## config.mk

```make
export PLATFORM = sky130hd
export DESIGN_NAME = instruction_fetch
export DESIGN_NICKNAME = d
export VERILOG_FILES = /design/src/rtl/instruction_fetch.sv
export SDC_FILE = /design/constraint.sdc
export NUM_CORES = 1
export LEC_CHECK = 0
export ABC_AREA = 0
export CAP_MARGIN = 20
export CORE_AREA = 2 2 83 61
export CTS_CLUSTER_SIZE = 24
export DETAILED_ROUTE_END_ITERATION = 12
export DIE_AREA = 0 0 85 63
export MAX_ROUTING_LAYER = met4
export PLACE_DENSITY = 0.83
export SYNTH_ARGS = -nofsm -noshare
export SYNTH_HDL_FRONTEND = slang
export SYNTH_SLANG_ARGS = --single-unit
```

## constraint.sdc

```tcl
create_clock -name clk -period 3.85 [get_ports clk]
set_clock_uncertainty 0.15 [all_clocks]
set_input_delay 0.9625 -clock clk [delete_from_list [all_inputs] [get_ports clk]]
set_output_delay 0.9625 -clock clk [all_outputs]
set_load 0.01 [all_outputs]
```

## src/rtl/instruction_fetch.sv

```systemverilog
// Instruction fetch unit: drives a synchronous word-addressed ROM, holds the
// fetched word for decode under a valid/ready handshake, supports jump and halt.
module instruction_fetch #(
    parameter logic [4:0]  RESET_PC = 5'd0,
    parameter int unsigned ROM_WAIT = 1
) (
    input  logic        clk,
    input  logic        reset,
    input  logic        enable,
    input  logic        halt,
    input  logic        jump,
    input  logic [4:0]  jump_target,
    output logic [4:0]  rom_address,
    output logic        rom_chip_select,
    input  logic [31:0] rom_data,
    output logic [31:0] instr,
    output logic [4:0]  instr_pc,
    output logic        instr_valid,
    input  logic        instr_ready
);

    typedef enum logic [1:0] {IDLE, ADDR, HOLD, HALTED} state_t;

    localparam logic [2:0] WAIT_LOAD = 3'(ROM_WAIT);

    state_t     state;
    state_t     next_state;
    logic [4:0] pc;
    logic [2:0] count;
    logic       transfer;
    logic       capture;

    assign transfer    = (state == HOLD) && instr_valid && instr_ready;
    assign capture     = (state == ADDR) && !jump && (count == 3'd1);
    assign rom_address = pc;

    always_comb begin
        next_state = state;
        unique case (state)
            IDLE: begin
                if (halt)        next_state = HALTED;
                else if (enable) next_state = ADDR;
            end
            ADDR: begin
                if (capture) next_state = HOLD;
            end
            HOLD: begin
                // halt only matters when the held word actually leaves
                if (transfer)  next_state = halt ? HALTED : (enable ? ADDR : IDLE);
                else if (jump) next_state = enable ? ADDR : IDLE;
            end
            HALTED: next_state = HALTED;
        endcase
    end

    always_ff @(posedge clk) begin
        if (reset) begin
            state           <= IDLE;
            pc              <= RESET_PC;
            count           <= 3'd0;
            rom_chip_select <= 1'b0;
            instr           <= 32'd0;
            instr_pc        <= 5'd0;
            instr_valid     <= 1'b0;
        end else begin
            state           <= next_state;
            rom_chip_select <= (next_state == ADDR);

            // a jump inside ADDR restarts the wait from the new address
            if ((next_state == ADDR) && ((state != ADDR) || jump))
                count <= WAIT_LOAD;
            else if (state == ADDR)
                count <= count - 3'd1;

            if (jump && (state != HALTED))
                pc <= jump_target;
            else if (capture)
                pc <= pc + 5'd1;

            if (capture) begin
                instr       <= rom_data;
                instr_pc    <= pc;
                instr_valid <= 1'b1;
            end else if ((state == HOLD) && (transfer || jump)) begin
                instr_valid <= 1'b0;
            end
        end
    end

endmodule
```

==> metrics <==
wirelength, routed=between 4000 and 5000 µm; DRT Pass-1 Iters=4; vias in the first global route=about 1800; I/O pin total=87; kind of critical path=in -> reg; via count=about 1900; hold_buf cts=0; Post-Synthesis Cells=approximately 240; max-slew violation count=0; synthesis-stage register bit count=49; CP Max Fanout=27; dpl hpwl=3436 µm; min-delay worst type=reg -> reg; TritonCTS clock tree=yes; number of distinct library cells after synthesis=33; share of layout cells above drive strength 1=0.05363; Starting Density=0.4288; leakage=around 1 nW; Layout area overhead=48.48%; Reg clk slew, reported paths=0.08 ns; first-pass GRT wire length=just over 8000 µm; Die ar.=~5400 µm²; synthesized cell area=between 1500 and 2000 µm²; Power Dens Cells=between 300 and 400 nW/µm²; synth warn=0; post-synth top area cell=dfxtp_1; PostCTS Resize Cnt=0; Antenna Cells=0; CTS buffer count=5; worst skew pair latency=around 0.29 ns; CP Launch Type=primary input; Synth area leaders=dfxtp_1 (50%), nand2_1 (14%), a21oi_1 (11%), ha_1 (1.9%), buf_6 (1.7%); WP data required=approximately 3.9 ns; Mean Syn Cell Area=approximately 8.3 µm²; Clock Root Buffer=clkbuf_8; DR vias/cell=5.011; fill cell count=394; number of max-cap violations=0; Final min period=about 2.7 ns; Max IR drop VDD=208.1 µV; final core utilization=0.6367; 1st-iter DRT viols=95; Tot GR Track Use=0.1970; Final setup viols=0; unrepaired setup endpoints after global routing=false; status=finished, final reports clean; Worst Setup End Kind=flop; Data arrival, critical path=2.76 ns; final period utilization=0.6982; DR WL/cell=12.88 µm; largest net degree at the start of global routing=a little under 50; total negative slack=0 ns; register area share after synthesis=0.4975; Synth top area share=0.4975; Rel. slew slack=0.4199; postcts setup bufs=0; CTS Buffer Depth=2; worst slew pin tran=around 0.87 ns; Hold Fails Final Rpt=0; Net Count, Synth=~280; Port Buffers=86; initial antenna violation count=0; # H-tree levels=2; row count=21; die width=between 80 and 90 µm; post-route ant nets=0; die height=approximately 63 µm; total core area=4598 µm²; GRT overflow=0; final RePlAce weighted congestion=approximately 0.76; # DRC=0; net count reported at finish=approximately 360; CTS sink cnt=49; FMAX=0.3720 GHz
stage by stage:
stage                     hold WS [ns]  std cells  cell area [µm²]  power (W)  setup slack, ns
after floorplan                 0.3305        237             1972  0.0006713            1.588
after global placement          0.2914        367             2824  0.0007650           0.8862
after detailed placement        0.2955        367             2824  0.0007698           0.8432
after CTS                       0.3077        374             2928   0.001115            1.159
after global routing            0.3277        374             2928   0.001160            1.021
final                           0.3049        374             2928   0.001104            1.162
where the power goes:
| part | switching (W) | total, W | internal, W | leakage, nW |
|---|---|---|---|---|
| combinational | 0.0000899 | 0.000202 | 0.000112 | 0.563 |
| sequential | 0.0000226 | 0.000556 | 0.000533 | 0.398 |
| clock | 0.000157 | 0.000346 | 0.000189 | 0.0540 |
| total | 0.000269 | 0.00110 | 0.000834 | 1.01 |
final cells by class:
class                      count  area (µm²)  share of cell area
multi-input combinational    170       893.4              0.3051
clock inverter                 2       35.03             0.01197
sequential                    49       980.9              0.3350
inverter                       4       15.01            0.005128
timing repair buffer          87       863.3              0.2949
tap                           57       71.32             0.02436
clock buffer                   5       68.82             0.02350
state kept, by name (all words and copies together), names as in the netlist:
name             flops
instr_valid          1
rom_chip_select      1
count                3
instr               32
rom_address          5
instr_pc             5
state                2
cell families (layout without fill, tap and decap cells):
group | after synthesis | in the layout | synth area share
AO/OA/AOI/OAI | 62 | 62 | 0.1865
AND/OR/NAND/NOR | 101 | 101 | 0.2297
XOR/XNOR | 4 | 4 | 0.01777
adder cells (fa/ha/maj) | 3 | 3 | 0.01904
buffers and inverters | 18 | 98 | 0.04949
flip-flops | 49 | 49 | 0.4975
cells in the final DEF (no fill, tap or decap), types with 2 or more instances in the layout:
master / synthesis / layout
a211oi_1: 3 / 3
dfxtp_1: 49 / 49
nand3_1: 3 / 3
nor3_1: 4 / 4
o21ai_0: 4 / 4
o21a_1: 3 / 3
ha_1: 3 / 3
clkdlybuf4s50_1: 0 / 85
a21oi_1: 42 / 42
nor2b_1: 3 / 3
xnor2_1: 3 / 3
nor2_1: 7 / 7
a21boi_0: 2 / 2
a22oi_1: 2 / 2
clkbuf_8: 0 / 5
nand2_1: 76 / 76
inv_1: 4 / 4
path summary, 6_finish.rpt:
check / start / to / slack, ns / depth (start not counted)
worst max-delay path: jump / instr[21] / 1.16 / 6
worst min-delay path: instr[22] / instr[22] / 0.30 / 2
worst max register to register: count[0] / instr[21] / 1.83 / 6
worst min register to register: instr[22] / instr[22] / 0.30 / 2
worst max-delay path, cell delays in order:
cell and delay [ns]:
clkdlybuf4s50_1 0.51, or3b_4 0.47, nor2_8 0.32, buf_4 0.29, nand2_1 0.07, a21oi_1 0.13
metal layers:
layer  up-vias  GRT usage  wire, µm
met2        62     0.2998      2156
met4         0    0.09127        91
met3         8    0.05416       368
met5         -          -         0
met1       857     0.2428      2200
li1        947          -         -
cell usage after synthesis (all sizes together):
master,count
a2111oi,1
xnor2,3
inv,4
ha,3
o221a,1
a22oi,2
a211oi,4
a21oi,42
nand3,3
nor3,5
or2,1
and3b,1
o2bb2ai,1
buf,9
clkbuf,5
a21boi,2
a311o,1
or2b,1
nor2,8
nor4bb,1
dfxtp,49
or3b,1
o21ai,4
nor2b,3
a21bo,1
nor3b,1
o21a,3
nand2,76
xor2,1
Note: power is estimated with default switching activity, not from simulation.
